### config.mk
export PLATFORM = sky130hd
export DESIGN_NAME = apb_req_scheduler
export DESIGN_NICKNAME = d
export VERILOG_FILES = /design/src/rtl/apb_sched_pkg.sv /design/src/rtl/rr_pick.sv /design/src/rtl/apb_req_scheduler.sv
export SDC_FILE = /design/constraint.sdc
export NUM_CORES = 1
export LEC_CHECK = 0
export ABC_CLOCK_PERIOD_IN_PS = 4100
export CAP_MARGIN = 20
export CORE_AREA = 4 4 177 179
export CTS_BUF_LIST = sky130_fd_sc_hd__clkbuf_16
export DETAILED_ROUTE_END_ITERATION = 10
export DIE_AREA = 0 0 181 183
export GPL_ROUTABILITY_DRIVEN = 1
export PLACE_DENSITY = 0.61
export SYNTH_ARGS = -nofsm -noshare
export SYNTH_HDL_FRONTEND = slang
export SYNTH_SLANG_ARGS = --single-unit
### constraint.sdc
create_clock -name PCLK -period 4.1 [get_ports PCLK]
set_input_delay 0.615 -clock PCLK [delete_from_list [all_inputs] [get_ports PCLK]]
set_output_delay 0.615 -clock PCLK [all_outputs]
set_load 0.1 [all_outputs]
### src/rtl/apb_sched_pkg.sv
// Shared types and constants for the APB request scheduler.
package apb_sched_pkg;

    typedef enum logic [1:0] {
        IDLE = 2'b00,
        XFER = 2'b01,
        RESP = 2'b10
    } state_t;

    localparam int STRB_W      = 4;
    localparam int TMO_DEFAULT = 64;
    localparam int TMO_CW      = $clog2(TMO_DEFAULT);

endpackage

### src/rtl/rr_pick.sv
// Combinational round-robin picker: first set request after 'last', with wrap.
module rr_pick #(
    parameter int N  = 4,
    parameter int IW = $clog2(N)
) (
    input  logic [N-1:0]  req,
    input  logic [IW-1:0] last,
    output logic [N-1:0]  gnt,
    output logic [IW-1:0] idx,
    output logic          any
);

    // scan last+1, last+2, ... with wrap; the first hit wins
    always_comb begin
        int j;
        logic [IW-1:0] jj;
        gnt = '0;
        idx = '0;
        any = 1'b0;
        j   = 0;
        jj  = '0;
        for (int k = 1; k <= N; k++) begin
            j  = (int'(last) + k) % N;
            jj = IW'(j);
            if (!any && req[jj]) begin
                any     = 1'b1;
                gnt[jj] = 1'b1;
                idx     = jj;
            end
        end
    end

endmodule

### src/rtl/apb_req_scheduler.sv
// Shares one APB master between NREQ requesters: picks an owner round-robin,
// latches its command, drives the master, and returns one response pulse.
module apb_req_scheduler
    import apb_sched_pkg::*;
#(
    parameter int NREQ = 4,
    parameter int AW   = 33,
    parameter int DW   = 32,
    parameter int TMO  = 64
) (
    input  logic                     PCLK,
    input  logic                     PRESET,
    input  logic [NREQ-1:0]          req_valid,
    input  logic [NREQ-1:0]          req_write,
    input  logic [NREQ*AW-1:0]       req_addr,
    input  logic [NREQ*DW-1:0]       req_wdata,
    input  logic [NREQ*STRB_W-1:0]   req_strb,
    output logic [NREQ-1:0]          rsp_valid,
    output logic [DW-1:0]            rsp_rdata,
    output logic                     rsp_err,
    output logic                     rsp_tmo,
    output logic [NREQ-1:0]          grant,
    output logic                     busy,
    output logic                     transfer,
    output logic                     READ_WRITE,
    output logic [AW-1:0]            get_w_paddr,
    output logic [AW-1:0]            get_r_paddr,
    output logic [DW-1:0]            get_w_data_in,
    output logic [STRB_W-1:0]        PSTRB,
    input  logic                     PENABLE,
    input  logic                     PREADY,
    input  logic                     PSLVERR,
    input  logic [DW-1:0]            send_r_out
);

    localparam int IW = $clog2(NREQ);
    localparam int CW = $clog2(TMO);

    state_t          state;
    logic [IW-1:0]   last;
    logic [IW-1:0]   cur;
    logic [CW-1:0]   cnt;
    logic [DW-1:0]   rdata_q;
    logic            err_q;
    logic            tmo_q;

    logic [NREQ-1:0] pk_gnt;
    logic [IW-1:0]   pk_idx;
    logic            pk_any;

    rr_pick #(.N(NREQ), .IW(IW)) u_pick (
        .req  (req_valid),
        .last (last),
        .gnt  (pk_gnt),
        .idx  (pk_idx),
        .any  (pk_any)
    );

    logic done;
    assign done = (PENABLE && PREADY) || PSLVERR;

    // scheduler FSM; every output is a register so the master sees clean levels
    always_ff @(posedge PCLK) begin
        if (PRESET) begin
            state         <= IDLE;
            last          <= IW'(NREQ - 1);
            cur           <= '0;
            cnt           <= '0;
            rdata_q       <= '0;
            err_q         <= 1'b0;
            tmo_q         <= 1'b0;
            rsp_valid     <= '0;
            rsp_rdata     <= '0;
            rsp_err       <= 1'b0;
            rsp_tmo       <= 1'b0;
            grant         <= '0;
            busy          <= 1'b0;
            transfer      <= 1'b0;
            READ_WRITE    <= 1'b0;
            get_w_paddr   <= '0;
            get_r_paddr   <= '0;
            get_w_data_in <= '0;
            PSTRB         <= '0;
        end else begin
            rsp_valid <= '0;
            rsp_err   <= 1'b0;
            rsp_tmo   <= 1'b0;
            case (state)
                IDLE: begin
                    if (pk_any) begin
                        grant         <= pk_gnt;
                        cur           <= pk_idx;
                        cnt           <= '0;
                        busy          <= 1'b1;
                        transfer      <= 1'b1;
                        READ_WRITE    <= ~req_write[pk_idx];
                        get_w_paddr   <= req_addr[int'(pk_idx)*AW +: AW];
                        get_r_paddr   <= req_addr[int'(pk_idx)*AW +: AW];
                        get_w_data_in <= req_write[pk_idx] ? req_wdata[int'(pk_idx)*DW +: DW] : '0;
                        PSTRB         <= req_write[pk_idx] ? req_strb[int'(pk_idx)*STRB_W +: STRB_W] : '0;
                        state         <= XFER;
                    end
                end
                XFER: begin
                    // a real completion beats a timeout landing on the same cycle
                    if (done) begin
                        transfer <= 1'b0;
                        err_q    <= PSLVERR;
                        tmo_q    <= 1'b0;
                        rdata_q  <= (READ_WRITE && !PSLVERR) ? send_r_out : '0;
                        state    <= RESP;
                    end else if (cnt == CW'(TMO - 1)) begin
                        transfer <= 1'b0;
                        err_q    <= 1'b1;
                        tmo_q    <= 1'b1;
                        rdata_q  <= '0;
                        state    <= RESP;
                    end else begin
                        cnt <= cnt + 1'b1;
                    end
                end
                RESP: begin
                    rsp_valid <= grant;
                    rsp_rdata <= rdata_q;
                    rsp_err   <= err_q;
                    rsp_tmo   <= tmo_q;
                    last      <= cur;
                    grant     <= '0;
                    busy      <= 1'b0;
                    state     <= IDLE;
                end
                default: state <= IDLE;
            endcase
        end
    end

endmodule

======== After elaboration in Yosys (flattened, before gate mapping) ========
Cells that the tools add are included.
word-level totals
  word-level logic and storage cells ...... 126
  register bits after elaboration ......... 160
operators by class
  add/subtract/negate cells ............... 5
  $mul .................................... 1
  bitwise operators ....................... 5
  equal/unequal tests ..................... 7
  multiplexer cells ....................... 53
  reductions and logical operators ........ 25
  shift operators ......................... 3
  magnitude comparators ................... 9
operators by type and width
  cell                   count
  $shiftx A132 B9 Y33    1
  $mux W32               4
  $shiftx A128 B8 Y32    1
  $mux W4                6
  $mux W1                19
  $mux W6                3
  $shiftx A16 B5 Y4      1
  $lt A2 B3 Y1 const B   5
  $mux W2                7
  $or A4 B4 Y4           3
  $pmux W6 S2            1
  $bmux W1 S2            5
  $logic_and A1 B1 Y1    9
  $demux W1 S2           4
  $ge A2 B1 Y1 const B   4
  $mul A2 B6 Y8 const B  1
  $pmux W4 S2            1
  $reduce_and A2 Y1      4
  $add A6 B1 Y6 const B  1
  $eq A6 B6 Y1 const B   1
  $ne A2 B2 Y1 const B   3
  $reduce_bool A2 Y1     3
  $add A2 B1 Y2 const B  2
  $add A2 B2 Y2 const B  2
  other kinds (12)       17

======== Logic depth before layout (Yosys ltp) ========
Gate-level depths: netlist of run 1.
  word-level depth ........................ 16
  depth in mapped cells ................... 13
  depth with buffers taken out ............ 8

======== Modules after synthesis ========
From an unflattened synthesis of run 1, not the netlist that was laid out.
second synthesis, totals
  cell total of the unflattened synthesis .. 676
  area, all modules ....................... 7587.3 um^2
by module, submodules not included
  module             area each (um^2)  instances  cells an instance
  apb_req_scheduler  7061.8            1          608
  rr_pick            525.5             1          68

======== Least setup slack after synthesis of run 1 ========
Ideal clock, no wire load.
  path kind ............................... reg-to-reg
  start ................................... register last[0]
  end ..................................... register get_w_data_in[10]
  path buffers ............................ 5
  library setup time ...................... 79 ps
  data required time ...................... 4021 ps
  slack ................................... 1050 ps
  arrival ................................. 2971 ps
  stages on the path, launching flop included .. 14
  path through ............................ dfxtp_1 -> buf_2 -> inv_1 -> ha_1 -> buf_6 -> mux4_2 -> nor2b_4 -> nor3_2 -> o21ai_1 -> buf_8 -> or3_1 -> buf_6 -> buf_8 -> o221ai_2
on the way
  cells in the longest elaborated chain, start to end .. 16
  elaborated cells between the ends (all ways) .. 31
ends and longest elaborated chain
  what                                                    line                      source
  from (decl)                                             apb_req_scheduler.sv:40   logic [IW-1:0] last;
  from (signal assigned)                                  apb_req_scheduler.sv:66   last <= IW'(NREQ - 1);
  from (signal assigned)                                  apb_req_scheduler.sv:127  last <= cur;
  branches (longest 16 deep; another with $add A2 B1 Y2)  n/a
  to (signal assigned)                                    apb_req_scheduler.sv:99   get_w_data_in <= req_write[pk_idx] ? req_wdata[int'(pk_idx)*DW +: DW] : '0;
  to (decl)                                               apb_req_scheduler.sv:28   output logic [DW-1:0] get_w_data_in,
Several ways; the timed one is not identified. The select of a mux whose other input is x is not followed.
A chain may end at the register's enable or synchronous reset.

======== Worst setup path in the final report of run 1 ========
  start ................................... register last[1]
  end ..................................... register get_w_data_in[0]
The elaborated chain is that of the path after synthesis.

==> flow_metrics.env, run 1 <==
export IMPL_status="completed"
export IMPL_p_leak_uw=0.00541
export IMPL_synth_seq_area_share_pct=39.6
export IMPL_r2r_start="last[1]$_SDFFE_PP1P_"
export IMPL_die_area_um2=33100
export IMPL_cts_buffer_depth=2
export IMPL_tightest_slew_ns=1.09
export IMPL_ir_drop_mv=0.246
export IMPL_max_cap_violations=0
export IMPL_start_kind="flip-flop"
export IMPL_fin_crit_sh_pct=79.0
export IMPL_cts_tree="done"
export IMPL_syn_area_per_cell_um2=10.7
export IMPL_crit_arrival_ns=3.51
export IMPL_wl_per_cell_um=21.2
export IMPL_wl_um=33200
export IMPL_grt_overflow_total=0
export IMPL_port_buffers=467
export IMPL_fp_dieW_um=181
export IMPL_final_layout_size_suffix_gt1_share_pct=8.23
export IMPL_rsz0062_at_grt="no"
export IMPL_grt_antenna_before_repair=3
export IMPL_clk_latency_ns=0.42
export IMPL_reg2reg_slack_ns=0.86
export IMPL_vias=7486
export IMPL_die_y_um=183
export IMPL_cts_root_buf="clkbuf_16"
export IMPL_grt_max_degree=72
export IMPL_critPathKind="reg -> reg"
export IMPL_fin_cells=1570
export IMPL_r2r_cells=10
export IMPL_hold_buffers=0
export IMPL_async_flop_share_pct=0
export IMPL_syn_to_final_growth_pct=66.6
export IMPL_yosys_warnings=0
export IMPL_postCtsSetupBuffers=0
export IMPL_grt_use_total_pct=18.6
export IMPL_synth_edf_count=0
export IMPL_boundaryPins=468
export IMPL_synth_distinct_cells=50
export IMPL_r2r_end="get_w_data_in[0]$_SDFFE_PP0P_"
export IMPL_powerDensity_nw_per_um2=419
export IMPL_clk_pin_slew_ns=0.07
export IMPL_relSlewSlack_pct=27.4
export IMPL_period_minus_slack_ns=3.24
export IMPL_seqCellArea_um2=3200
export IMPL_synthCells=757
export IMPL_worst_path_max_fanout=36
export IMPL_crit_path_end="get_w_data_in[0]$_SDFFE_PP0P_"
export IMPL_grt_pass1_vias=7363
export IMPL_drtAntennaViolNets=0
export IMPL_synth_top_flop_cell="dfxtp_1"
export IMPL_hold_viol_final=0
export IMPL_fmaxAchievable_mhz=309
export IMPL_finalMaxSlewViolations=0
export IMPL_cp_end_kind="flip-flop"
export IMPL_min_path_type="reg -> reg"
export IMPL_cts_sinks=160
export IMPL_dp_cells=1536
export IMPL_numCtsBuffers=17
export IMPL_drtIter0Drc=374
export IMPL_firstDrtPassIters=4
export IMPL_final_nets=1495
export IMPL_drc=0
export IMPL_grt_pass1_wl_um=47400
export IMPL_setup_viol=0
export IMPL_hpwlAfterDp_um=25900
export IMPL_worst_clock_skew_ns=0.0162
export IMPL_synth_area_um2=8090
export IMPL_required_ns=4.37
export IMPL_gp_congestion=0.864
export IMPL_syn_num_nets=1087
export IMPL_cts_htree_levels=4
export IMPL_multiInputGateArea_um2=4330
export IMPL_routed_via_density=4.77
export IMPL_core_area_um2=29600
export IMPL_fillCellCount=2841
export IMPL_start_util_pct=27.4
export IMPL_setup_tns_final_ns=0
export IMPL_cp_startpoint="last[1]$_SDFFE_PP1P_"
export IMPL_synth_seq_cells=160
export IMPL_num_rows=63
export IMPL_post_cts_resized=0
==> worst max-delay path: stages (launching register included) <==
cell and delay [ns]:
dfxtp_1 0.33, inv_1 0.12, ha_1 0.54, mux4_2 0.57, nor2b_4 0.16, nor3_2 0.23
o21ai_4 0.08, buf_4 0.21, nand3b_2 0.10, buf_4 0.52, o221ai_1 0.21
==> state kept, by name (all words and copies together), names as in the netlist <==
| register | flops |
|---|---|
| cur | 2 |
| PSTRB | 4 |
| READ_WRITE | 1 |
| err_q | 1 |
| state | 2 |
| last | 2 |
| transfer | 1 |
| get_r_paddr | 33 |
| rsp_err | 1 |
| busy | 1 |
| get_w_data_in | 32 |
| rsp_valid | 4 |
| tmo_q | 1 |
| rsp_rdata | 32 |
| cnt | 6 |
| grant | 4 |
| rsp_tmo | 1 |
| rdata_q | 32 |
==> metal layers <==
| layer | vias to the layer above | track usage [%] | wire length, um |
|---|---|---|---|
| met5 | - | 0 | 15 |
| met4 | 2 | 4.05 | 481 |
| met3 | 22 | 5.57 | 2420 |
| met2 | 277 | 32.3 | 16400 |
| met1 | 3535 | 22.9 | 13900 |
| li1 | 3650 | - | - |
==> how the worst min path moves through the flow <==
stage	start	to	slack (ns)	cells past startpoint
2_1_floorplan	err_q$_SDFFE_PP0P_	err_q$_SDFFE_PP0P_	0.43	2
3_5_place_dp	transfer$_SDFFE_PP0P_	transfer$_SDFFE_PP0P_	0.45	2
4_1_cts	transfer$_SDFFE_PP0P_	transfer$_SDFFE_PP0P_	0.47	2
5_1_grt	rdata_q[27]$_SDFFE_PP0P_	rsp_rdata[27]$_SDFFE_PP0P_	0.48	1
6_report	transfer$_SDFFE_PP0P_	transfer$_SDFFE_PP0P_	0.46	2
3_3_place_gp	PSTRB[2]$_SDFFE_PP0P_	PSTRB[2]$_SDFFE_PP0P_	0.44	2
==> final cells by class <==
cell class	instances	area share, %
Inverter	7	0.195
Tap cell	390	3.62
Sequential cell	160	23.8
Multi-Input combinational cell	495	32.1
Clock buffer	17	3.16
Antenna cell	2	0.0372
Clock inverter	15	1.24
Timing Repair Buffer	484	35.8
==> Yosys cell counts, types with 2 or more instances <==
master	n	area [um2]
nor2_1	23	86.3
o221ai_1	7	61.3
nand3_1	4	20.0
buf_4	37	278
o21ai_0	6	30.0
mux4_2	2	45.0
buf_8	4	60.1
a22oi_1	6	45.0
clkbuf_1	35	131
mux2_2	5	56.3
a32oi_1	5	43.8
nor4_1	2	12.5
nand2b_1	2	12.5
a22o_1	97	850
nor3_1	7	35.0
ha_1	9	113
mux2i_1	181	1810
o221ai_2	30	450
a21oi_1	13	65.1
a211oi_1	7	52.6
nand3b_1	2	15.0
o211ai_1	4	30.0
inv_1	7	26.3
and2_1	7	43.8
buf_2	17	85.1
nand2_1	54	203
dfxtp_1	160	3200
buf_6	2	22.5
==> power by group <==
| part | internal (uW) | switching (uW) | total (uW) | leakage (uW) |
|---|---|---|---|---|
| clock | 820 | 777 | 1600 | 0.000286 |
| combinational | 782 | 1530 | 2310 | 0.00382 |
| sequential | 1660 | 81.5 | 1740 | 0.00130 |
==> layout by cell type (no fill, tap or decap), types with 6 or more instances in the layout <==
cell type          n
o221ai_2          30
clkbuf_16         17
a21oi_1           11
dfxtp_1          160
nand2_1           54
inv_1              7
a22o_1            97
o21ai_0            6
nor2_1            21
nor3_1             6
a22oi_1            6
ha_1               9
and2_1             7
a211oi_1           7
clkdlybuf4s50_1  467
buf_4             15
o221ai_1           7
mux2i_1          181
==> cell families after synthesis <==
logic type / count (synthesis) / synth area share (%)
and+or+nand+nor: 111 / 6.36
adders and majority gates: 9 / 1.39
xor gates and xnor gates: 1 / 0.108
AOI/OAI and AO/OA: 185 / 21.1
muxes: 189 / 23.9
DFF: 160 / 39.6
buffers and inverters: 102 / 7.46
==> metrics by stage <==
stage	total power [uW]	hold slack [ns]	setup WS [ns]	util [%]	cell area, um2
after floorplan	3400	0.429	1.05	-	8090
after global placement	4090	0.444	0.515	43.5	12900
after detailed placement	4100	0.448	0.489	43.5	12900
after CTS	5710	0.468	0.852	45.6	13500
after global routing	5880	0.485	0.649	45.6	13500
final	5640	0.464	0.863	45.6	13500
(Power assumes the default switching activity.)
==> inputs of run 2 (changes only) <==
--- a/config.mk
+++ b/config.mk
@@ -5,7 +5,7 @@
 export SDC_FILE = /design/constraint.sdc
 export NUM_CORES = 1
 export LEC_CHECK = 0
-export ABC_CLOCK_PERIOD_IN_PS = 4100
+export ABC_CLOCK_PERIOD_IN_PS = 3150
 export CAP_MARGIN = 20
 export CORE_AREA = 4 4 177 179
 export CTS_BUF_LIST = sky130_fd_sc_hd__clkbuf_16
==> constraint.sdc (replaced) <==
create_clock -name PCLK -period 3.15 [get_ports PCLK]
set_input_delay 0.4725 -clock PCLK [delete_from_list [all_inputs] [get_ports PCLK]]
set_output_delay 0.4725 -clock PCLK [all_outputs]
set_load 0.1 [all_outputs]
==> run 2 against run 1 <==
Effect of this change: clock power up 32%; die area unchanged; combinational power up 30%; setup slack worse by 0.67 ns; global-route usage up 0.30 points; non-clock buffer count up 23; maximum frequency up 9.3%; critical path depth down 1; total power up 31%; sequential share of layout area up 0.19 points; sequential power up 30%; hold slack worse by 0.0022 ns.
==> flow_metrics.env, run 2 (synthesized netlist as in run 1, its figures left out) <==
export IMPL_status="completed"
export IMPL_hold_viol_final=0
export IMPL_drtIter0Drc=326
export IMPL_grt_use_total_pct=18.9
export IMPL_routed_via_density=4.80
export IMPL_setup_viol=0
export IMPL_fin_crit_sh_pct=94.0
export IMPL_wl_per_cell_um=21.1
export IMPL_firstDrtPassIters=5
export IMPL_port_buffers=467
export IMPL_finalMaxSlewViolations=0
export IMPL_gp_congestion=0.848
export IMPL_grt_pass1_wl_um=48600
export IMPL_numCtsBuffers=17
export IMPL_crit_arrival_ns=3.32
export IMPL_fmaxAchievable_mhz=338
export IMPL_rsz0062_at_grt="no"
export IMPL_start_util_pct=27.4
export IMPL_grt_antenna_before_repair=3
export IMPL_p_leak_uw=0.00582
export IMPL_postCtsSetupBuffers=0
export IMPL_final_common_cell="clkdlybuf4s50_1"
export IMPL_grt_overflow_total=0
export IMPL_min_path_type="reg -> reg"
export IMPL_setup_tns_final_ns=0
export IMPL_final_cell_mix="clkdlybuf4s50_1 (320), mux2i_1 (181), buf_4 (178), dfxtp_1 (160), a22o_1 (97)"
export IMPL_dp_slack_ns=0.135
export IMPL_vias=7652
export IMPL_cts_tree="done"
export IMPL_largest_reg_flops=33
export IMPL_drtAntennaViolNets=0
export IMPL_relSlewSlack_pct=55.0
export IMPL_hold_buffers=0
export IMPL_cp_end_kind="flip-flop"
export IMPL_max_cap_violations=0
export IMPL_fp_dieW_um=181
export IMPL_grt_pass1_vias=7671
export IMPL_cp_cell_sequence="inv_1 -> ha_1 -> mux4_2 -> a21oi_1 -> o21ai_0 -> mux2_2 -> or3_2 -> buf_12 -> o221ai_1"
export IMPL_ir_drop_mv=0.338
export IMPL_syn_to_final_growth_pct=65.2
export IMPL_post_cts_resized=0
export IMPL_num_rows=63
export IMPL_grt_max_degree=57
export IMPL_wl_um=33600
export IMPL_boundaryPins=468
export IMPL_cts_sinks=160
export IMPL_cp_num_buf_inv=2
export IMPL_fillCellCount=2838
export IMPL_cts_buffer_depth=2
export IMPL_hpwlAfterDp_um=26300
export IMPL_clk_latency_ns=0.43
export IMPL_die_y_um=183
export IMPL_powerDensity_nw_per_um2=552
export IMPL_core_area_um2=29600
export IMPL_placed_area_um2=12800
export IMPL_cp_startpoint="last[0]$_SDFFE_PP1P_"
export IMPL_worst_path_max_delay_cell="mux4_2"
export IMPL_worst_path_max_fanout=36
export IMPL_clk_pin_slew_ns=0.08
export IMPL_worstHoldStart="err_q$_SDFFE_PP0P_"
export IMPL_setup_ws_ns=0.190
export IMPL_required_ns=3.51
export IMPL_max_stage_delay_ns=0.59
export IMPL_tightest_slew_ns=0.669
export IMPL_crit_family="multiplexers"
export IMPL_r2r_start="last[0]$_SDFFE_PP1P_"
export IMPL_largest_register="get_r_paddr"
export IMPL_drc=0
export IMPL_critPathKind="reg -> reg"
export IMPL_final_nets=1518
export IMPL_start_kind="flip-flop"
export IMPL_cts_htree_levels=4
export IMPL_finalInstanceArea_um2=13400
export IMPL_cts_root_buf="clkbuf_16"
export IMPL_worst_clock_skew_ns=0.0122
export IMPL_die_area_um2=33100
export IMPL_period_minus_slack_ns=2.96
export IMPL_final_layout_size_suffix_gt1_share_pct=22.2
==> run 2: cell count changes in the layout (fill, tap and decap cells not counted), sizes merged <==
cell,change
buf,+170
clkdlybuf4s50,-147
clkinv,-1
clkinvlp,-1
diode,+1
inv,+2
==> run 2: area by class of cell <==
class | instances | area, um2 | share of cell area (%)
Sequential cell | 160 | 3200 | 24.0
Tap cell | 390 | 488 | 3.65
Clock buffer | 17 | 425 | 3.18
Inverter | 7 | 26.3 | 0.197
Timing Repair Buffer | 507 | 4720 | 35.3
Antenna cell | 3 | 7.51 | 0.0562
Clock inverter | 15 | 164 | 1.23
Multi-Input combinational cell | 495 | 4330 | 32.4
==> run 2: path summary, 6_finish.rpt <==
kind	to	slack, ns	cells past startpoint
max	get_w_data_in[31]$_SDFFE_PP0P_	0.19	9
min	err_q$_SDFFE_PP0P_	0.46	2
max reg2reg	get_w_data_in[31]$_SDFFE_PP0P_	0.19	9
min reg2reg	err_q$_SDFFE_PP0P_	0.46	2
==> run 2: worst min-delay path, stage by stage (launching register included) <==
cell and delay (ns):
dfxtp_1 0.31, inv_1 0.05, a211oi_1 0.05
==> run 2: per-layer routing <==
layer	global-route usage, %	up-vias	part of all wire, %
met1	22.4	3649	40
met5	0	-	0
met4	5.43	0	1.9
met2	33.3	273	51
met3	5.63	32	7.0
li1	-	3698	-
==> run 2: report_power, final <==
part,switching (uW),internal (uW),total [uW],leakage [uW]
combinational,2000,1010,3000,0.00423
clock,1040,1070,2110,0.000289
sequential,106,2160,2260,0.00130
total,3140,4230,7370,0.00582
==> run 2: through the flow <==
step | util, % | cells | power, uW | hold WS (ns)
global placement | 43.2 | 1559 | 5320 | 0.433
floorplan | - | 757 | 4430 | 0.429
detailed placement | 43.2 | 1559 | 5330 | 0.452
global route | 45.2 | 1594 | 7660 | 0.485
finish | 45.2 | 1594 | 7370 | 0.462
CTS | 45.2 | 1591 | 7450 | 0.467
